==> config.mk <==
export PLATFORM = sky130hd
export DESIGN_NAME = chk_fifo
export DESIGN_NICKNAME = d
export VERILOG_FILES = /design/src/rtl/chk_fifo.sv
export SDC_FILE = /design/constraint.sdc
export NUM_CORES = 1
export LEC_CHECK = 0
export BUFFER_PORTS_ARGS = -buffer_cell sky130_fd_sc_hd__clkbuf_2
export CAP_MARGIN = 30
export CORE_MARGIN = 10
export CORE_UTILIZATION = 45
export CTS_BUF_LIST = sky130_fd_sc_hd__clkbuf_4
export DETAILED_ROUTE_END_ITERATION = 16
export PLACE_DENSITY_LB_ADDON = 0.1
export SLEW_MARGIN = 10
export SYNTH_ARGS = -nofsm -noshare
export SYNTH_HDL_FRONTEND = slang
export SYNTH_SLANG_ARGS = --single-unit
==> constraint.sdc <==
create_clock -name clk -period 1.95 [get_ports clk]
set_input_delay 0.2925 -clock clk [delete_from_list [all_inputs] [get_ports clk]]
set_output_delay 0.2925 -clock clk [all_outputs]
set_load 0.05 [all_outputs]
==> src/rtl/chk_fifo.sv <==
// Small synchronous FIFO holding returned SRAM elements until the golden stream consumes them.
module chk_fifo #(
    parameter int unsigned WIDTH = 8,
    parameter int unsigned DEPTH = 2
) (
    input  logic             clk,
    input  logic             rst,
    input  logic             push,
    input  logic [WIDTH-1:0] wdata,
    input  logic             pop,
    output logic [WIDTH-1:0] rdata,
    output logic             full,
    output logic             empty
);

    localparam int unsigned PTR_W = (DEPTH > 1) ? $clog2(DEPTH) : 1;
    localparam int unsigned CNT_W = $clog2(DEPTH + 1);

    logic [WIDTH-1:0] mem_q [DEPTH];
    logic [PTR_W-1:0] wr_ptr_q, rd_ptr_q;
    logic [CNT_W-1:0] cnt_q;
    logic             push_ok, pop_ok;

    assign full    = (cnt_q == CNT_W'(DEPTH));
    assign empty   = (cnt_q == '0);
    assign pop_ok  = pop && !empty;
    // A push into a full FIFO is still accepted when a pop frees a slot this cycle.
    assign push_ok = push && (!full || pop_ok);
    assign rdata   = mem_q[rd_ptr_q];

    always_ff @(posedge clk) begin
        if (push_ok) begin
            mem_q[wr_ptr_q] <= wdata;
        end
    end

    always_ff @(posedge clk or posedge rst) begin
        if (rst) begin
            wr_ptr_q <= '0;
            rd_ptr_q <= '0;
            cnt_q    <= '0;
        end else begin
            if (push_ok) begin
                wr_ptr_q <= (wr_ptr_q == PTR_W'(DEPTH - 1)) ? '0 : wr_ptr_q + PTR_W'(1);
            end
            if (pop_ok) begin
                rd_ptr_q <= (rd_ptr_q == PTR_W'(DEPTH - 1)) ? '0 : rd_ptr_q + PTR_W'(1);
            end
            cnt_q <= cnt_q + CNT_W'(push_ok) - CNT_W'(pop_ok);
        end
    end

endmodule

==> results_dict.tcl, run 1 <==
set metrics [dict create \
    critPathSlowestCell "dfrtp_1" \
    io_pins 22 \
    cp-end-kind "output port" \
    clock_latency_ps 290 \
    cp.arrival_ps 1510 \
    final_cells 97 \
    setup-violations-final 0 \
    cp.depth 2 \
    synth_cell_types 17 \
    r2r_slack_ps 320 \
    cp_top_family "flip-flops" \
    skew_ps 2.26 \
    powerDensity_nw_per_um2 1620 \
    synth.ff_latch_count 20 \
    cts_buffers 3 \
    synth_edf_count 16 \
    cp.required_ps 1660 \
    leakagePower_nw 0.406 \
    relSlewSlack 0.557 \
    gp_congestion 0.742 \
    clkTransAtPathRegs_ps 100 \
    hold_path_class "input pin to flip-flop" \
    grt_pass1_wl_um 2060 \
    synth_top_cell_area_share 0.585 \
    grt_overflow 0 \
    hold_violations 0 \
    post_cts_buffers 0 \
    criticalPathCategory "flip-flop to output port" \
    ctsHtreeMaxLevel 1 \
    drc 0 \
    min_period_ps 1800 \
    cts_sinks 20 \
    clockBufferDepth 2 \
    post_drt_wl_per_cell_um 13.5 \
    holdCritStartpoint "wdata[3]" \
    fp.dieH_um 62.7 \
    synth_async_sr_flop_share 0.200 \
    fin_setup_tns_ps 0 \
    tritoncts "done" \
    rows 15 \
    vias 441 \
    grt_use_met3 0.0341 \
    yosysWarnings 0 \
    run_status "complete, no violations" \
    r2r_cells 7 \
    max_stage_delay_ps 600 \
    gr-max-usage-layer "met2" \
    initial_core_util 0.475 \
    grtUsageMet2 0.105 \
    drt-total-wl_um 1310 \
    grt_pass1_vias 450 \
    postRouteAntennaNets 0 \
    syn_nets 61 \
    grt_max_degree 12 \
    root_buffer "clkbuf_4" \
    die_width_um 62.7 \
    whs_ps 184 \
    area.growth.synth_to_final_pct 20.9 \
    hpwl_um 1020 \
    worst_pin_slew_ps 662 \
    place_ws_ps 336 \
    portBuffers 21 \
    antennaDiodeCount 0 \
    crit_path_max_fanout 9 \
    drt_iter0_markers 5 \
    hold_end "mem_q[1][3]$_DFFE_PP_" \
    synth_top_cell_by_area "edfxtp_1" \
    setup_ws_ps 148 \
    synth.avg_cell_area_um2 17.5 \
    drive_gt1_frac 0.431 \
    synthTopCellsByArea "edfxtp_1 59%, dfrtp_1 12%, mux2_2 6.9%" \
    yosysSeqAreaShare 0.707 \
    dp.cells 92 \
    firstDrtPassIters 4 \
    cp-start-kind "flip-flop" \
    synth_area_um2 821 \
    grtUsageTotal 0.0660 \
    maxCapViolations 0 \
    fmax_mhz 555 \
    vdd_ir_drop_max_mv 0.869 \
    cp_cell_sequence "mux2_2 > clkbuf_2" \
    r2r-end "cnt_q[1]$_DFF_PP0_" \
    use_met1 0.0699 \
    nNetsFinal 87 \
    synth_top_flop_cell "edfxtp_1" \
    synth_cells 47 \
    antenna_found_initial 0 \
    die-area_um2 3930 \
    path_buf_inv 1 \
    timing.rr.start "cnt_q[1]$_DFF_PP0_" \
    grt_setup_unrepaired "false" \
    fin_crit_sh 0.924 \
    maxSlewViolCount 0 \
    coreArea_um2 1730 \
    viasPerCell 4.55 \
    hold_depth 1 \
]
cell type report:
| cell class | instances | area [um2] |
|---|---|---|
| flip-flops and latches | 20 | 581 |
| well taps | 25 | 31.3 |
| repair buffers | 22 | 115 |
| fillers | 149 | 734 |
| inverters | 2 | 7.51 |
| multi-input cells | 24 | 228 |
| clock buffers | 4 | 30.0 |
Yosys cell counts (2+ instances only):
master / instances
nand2b_1: 3
mux2_1: 3
dfrtp_1: 4
edfxtp_1: 16
mux2_2: 5
inv_1: 2
nor2_1: 2
xnor2_1: 2
ha_1: 2
stage by stage:
stage          utilization  power (mW)  cell area, um2
2_1_floorplan            -        1.27             821
3_3_place_gp         0.551        1.42             952
3_5_place_dp         0.551        1.42             952
4_1_cts              0.575        1.63             992
5_1_grt              0.575        1.70             992
6_report             0.575        1.61             992
repair_timing:
item / 4_1_cts / 5_1_grt
hold endpoints to repair: 4 / 0
hold buffers: 1 / 0
resized for setup: 0 / 0
worst max-delay path by stage:
stage | endpoint | startpoint
after global placement | cnt_q[1]$_DFF_PP0_ | cnt_q[1]$_DFF_PP0_
final | rdata[6] | rd_ptr_q$_DFFE_PP0P_
after global routing | rdata[0] | rd_ptr_q$_DFFE_PP0P_
after CTS | rdata[6] | rd_ptr_q$_DFFE_PP0P_
after floorplan | cnt_q[1]$_DFF_PP0_ | cnt_q[1]$_DFF_PP0_
after detailed placement | cnt_q[1]$_DFF_PP0_ | cnt_q[1]$_DFF_PP0_
metal layers:
| layer | share of wire | up-vias | wire length [um] |
|---|---|---|---|
| met5 | 0 | - | 0 |
| met4 | 0.016 | 0 | 21 |
| met3 | 0.067 | 4 | 88 |
| met2 | 0.49 | 13 | 640 |
| met1 | 0.43 | 201 | 559 |
| li1 | - | 223 | - |
cell families (layout without fill, tap and decap cells):
family / count (synthesis) / after routing / share of synthesized area
fa+ha+maj: 2 / 2 / 0.0305
buf+inv: 3 / 28 / 0.0152
mux: 8 / 8 / 0.110
compound gates: 2 / 2 / 0.0183
simple gates: 9 / 9 / 0.0869
flops: 20 / 20 / 0.707
xor+xnor: 3 / 3 / 0.0320
registers in the layout, indices dropped and copies added, names as in the netlist:
register	cells
mem_q	16
cnt_q	2
rd_ptr_q	1
wr_ptr_q	1
worst register-to-register path: cells and delay by family, from the launching register on:
| kind | cells | cell delay, ps |
|---|---|---|
| buffers and inverters | 1 | 40 |
| xor gates and xnor gates | 2 | 300 |
| adders and majority gates | 2 | 450 |
| DFF | 1 | 450 |
| and+or+nand+nor | 2 | 330 |
layout by cell type (no fill, tap or decap), types with 2 or more instances in the layout:
master | synthesis | routed
mux2_2 | 5 | 5
nor2_1 | 2 | 2
xnor2_1 | 2 | 2
edfxtp_1 | 16 | 16
inv_1 | 2 | 2
nand2b_1 | 3 | 3
dfrtp_1 | 4 | 4
ha_1 | 2 | 2
clkbuf_2 | 0 | 21
clkbuf_4 | 0 | 4
mux2_1 | 3 | 3
power breakdown:
| group | total (mW) | switching, mW | internal, mW | leakage [nW] |
|---|---|---|---|---|
| Combinational | 0.716 | 0.488 | 0.229 | 0.191 |
| Sequential | 0.686 | 0.0968 | 0.589 | 0.196 |
| Clock | 0.208 | 0.115 | 0.0934 | 0.0184 |
| Total | 1.61 | 0.699 | 0.911 | 0.406 |
Power figures use the tool's default switching activity.
==> run 2: changes to the inputs <==
--- a/config.mk
+++ b/config.mk
@@ -5,6 +5,7 @@
 export SDC_FILE = /design/constraint.sdc
 export NUM_CORES = 1
 export LEC_CHECK = 0
+export ABC_AREA = 1
 export BUFFER_PORTS_ARGS = -buffer_cell sky130_fd_sc_hd__clkbuf_2
 export CAP_MARGIN = 30
 export CORE_MARGIN = 10
==> run 2 against run 1 <==
Against the previous run: total power rose by 12%; critical endpoint is now rdata[1]; largest power group unchanged; global-route usage increased by 1.3 points; design area up 2.9%.
==> results_dict.tcl, run 2 <==
set metrics [dict create \
    grt_pass1_vias 556 \
    cp.arrival_ps 1420 \
    setup-violations-final 0 \
    largest_register_ffs 16 \
    synth_edf_count 16 \
    cts_resized 0 \
    powerDensity_nw_per_um2 1760 \
    synth_cells 73 \
    tritoncts "done" \
    synth_top_cell_by_area "edfxtp_1" \
    final_cells 124 \
    coreArea_um2 1730 \
    holdCritStartpoint "wdata[2]" \
    r2r-end "cnt_q[1]$_DFF_PP0_" \
    grt_overflow 0 \
    firstDrtPassIters 4 \
    min_period_ps 1720 \
    rows 15 \
    io_pins 22 \
    netlist_top_cells_count "31 x nand2_1, 16 x edfxtp_1, 8 x inv_1, 4 x dfrtp_1" \
    nNetsFinal 114 \
    r2r_cells 8 \
    final_core_util 0.591 \
    timing.rr.start "cnt_q[1]$_DFF_PP0_" \
    clockBufferDepth 2 \
    yosysSeqAreaShare 0.708 \
    postRouteAntennaNets 0 \
    regMostFlops "mem_q" \
    drc 0 \
    finalPower_mw 1.80 \
    root_buffer "clkbuf_4" \
    clkTransAtPathRegs_ps 110 \
    area.growth.synth_to_final_pct 24.6 \
    hold_end "mem_q[1][2]$_DFFE_PP_" \
    fillCellCount 162 \
    worst_pin_slew_ps 353 \
    grtUsageTotal 0.0793 \
    synth.ff_latch_count 20 \
    synth_area_um2 820 \
    cts_sinks 20 \
    antenna_found_initial 0 \
    die_width_um 62.7 \
    gp_congestion 0.745 \
    fp.dieH_um 62.7 \
    grt_setup_unrepaired "false" \
    run_status "complete, no violations" \
    yosysMostFrequentCell "nand2_1" \
    post_cts_buffers 0 \
    post_drt_wl_per_cell_um 11.9 \
    hold_violations 0 \
    portBuffers 21 \
    initial_core_util 0.475 \
    drt_iter0_markers 14 \
    maxCapViolations 0 \
    cp.required_ps 1660 \
    synth_async_sr_flop_share 0.200 \
    die-area_um2 3930 \
    layout_common_cells "31 x nand2_1, 21 x clkbuf_2, 16 x edfxtp_1, 8 x inv_1, 4 x dfrtp_1" \
    yosysWarnings 0 \
    fmax_mhz 582 \
    synth_top_cell_area_share 0.586 \
    maxSlewViolCount 0 \
    drive_gt1_frac 0.303 \
    fin_crit_sh 0.881 \
    hold_path_class "input pin to flip-flop" \
    hpwl_um 1110 \
    fin_setup_tns_ps 0 \
    drt-total-wl_um 1470 \
    viasPerCell 4.35 \
    leakagePower_nw 0.498 \
    cp-end-kind "output port" \
    skew_ps 4.21 \
    dp.cells 119 \
    synth.avg_cell_area_um2 11.2 \
    cts_hold_buf 1 \
    criticalPathCategory "flip-flop to output port" \
    syn_nets 87 \
    ctsHtreeMaxLevel 1 \
    hold_depth 1 \
    synthTopCellsByArea "edfxtp_1 59%, nand2_1 14%, dfrtp_1 12%" \
    reg_top3 "mem_q (16), cnt_q (2)" \
    vias 539 \
    grt_max_degree 13 \
    grt_pass1_wl_um 2480 \
    antennaDiodeCount 0 \
    cp-start-kind "flip-flop" \
    cts_buffers 3 \
    synth_top_flop_cell "edfxtp_1" \
    vdd_ir_drop_max_mv 0.855 \
    r2r_slack_ps 550 \
    crit_path_max_fanout 10 \
    clock_latency_ps 300 \
    synth_cell_types 14 \
    mostFrequentLayoutCell "nand2_1" \
    relSlewSlack 0.765 \
]
-- run 2: critical path, cell delays in order (launching register included) --
cell	delay, ps
dfrtp_1	520
inv_2	200
nand2_1	70
nand2_1	70
clkbuf_2	280
-- run 2: metrics by stage --
step	cell area [um2]	hold slack, ps	worst slack (ps)
global placement	958	176	530
CTS	1020	167	193
detailed placement	958	179	538
finish	1020	174	233
global route	1020	156	101
floorplan	820	58.6	246
-- run 2: worst max-delay path by stage --
stage | from | endpoint | cells past startpoint
after floorplan | cnt_q[1]$_DFF_PP0_ | cnt_q[1]$_DFF_PP0_ | 8
after global placement | rd_ptr_q$_DFFE_PP0P_ | rdata[1] | 4
after detailed placement | rd_ptr_q$_DFFE_PP0P_ | rdata[1] | 4
after CTS | rd_ptr_q$_DFFE_PP0P_ | rdata[1] | 4
after global routing | rd_ptr_q$_DFFE_PP0P_ | rdata[3] | 4
final | rd_ptr_q$_DFFE_PP0P_ | rdata[1] | 4
-- run 2: area by class of cell --
cell class	count	area [um2]	area share
clock buffer	3	22.5	0.0221
clock inverter	1	30.0	0.0294
inverter	9	33.8	0.0331
multi-input combinational	43	200	0.196
sequential	20	581	0.569
tap	25	31.3	0.0306
timing repair buffer	23	123	0.120
-- run 2: logic make-up after synthesis --
family | Yosys count | synth area share
xor gates and xnor gates | 2 | 0.0214
buffers and inverters | 10 | 0.0473
AOI/OAI and AO/OA | 1 | 0.00610
and+or+nand+nor | 38 | 0.186
DFF | 20 | 0.708
adders and majority gates | 2 | 0.0305
-- run 2: metal layers --
metal	track usage	wire length [um]
met1	0.0816	621
met5	0	0
met2	0.128	695
met3	0.0412	124
met4	0.0419	29
-- run 2: power by group --
group,switching (mW),internal [mW],total (mW)
logic,0.611,0.188,0.799
clock network,0.124,0.208,0.331
registers,0.0819,0.585,0.667
total,0.817,0.981,1.80
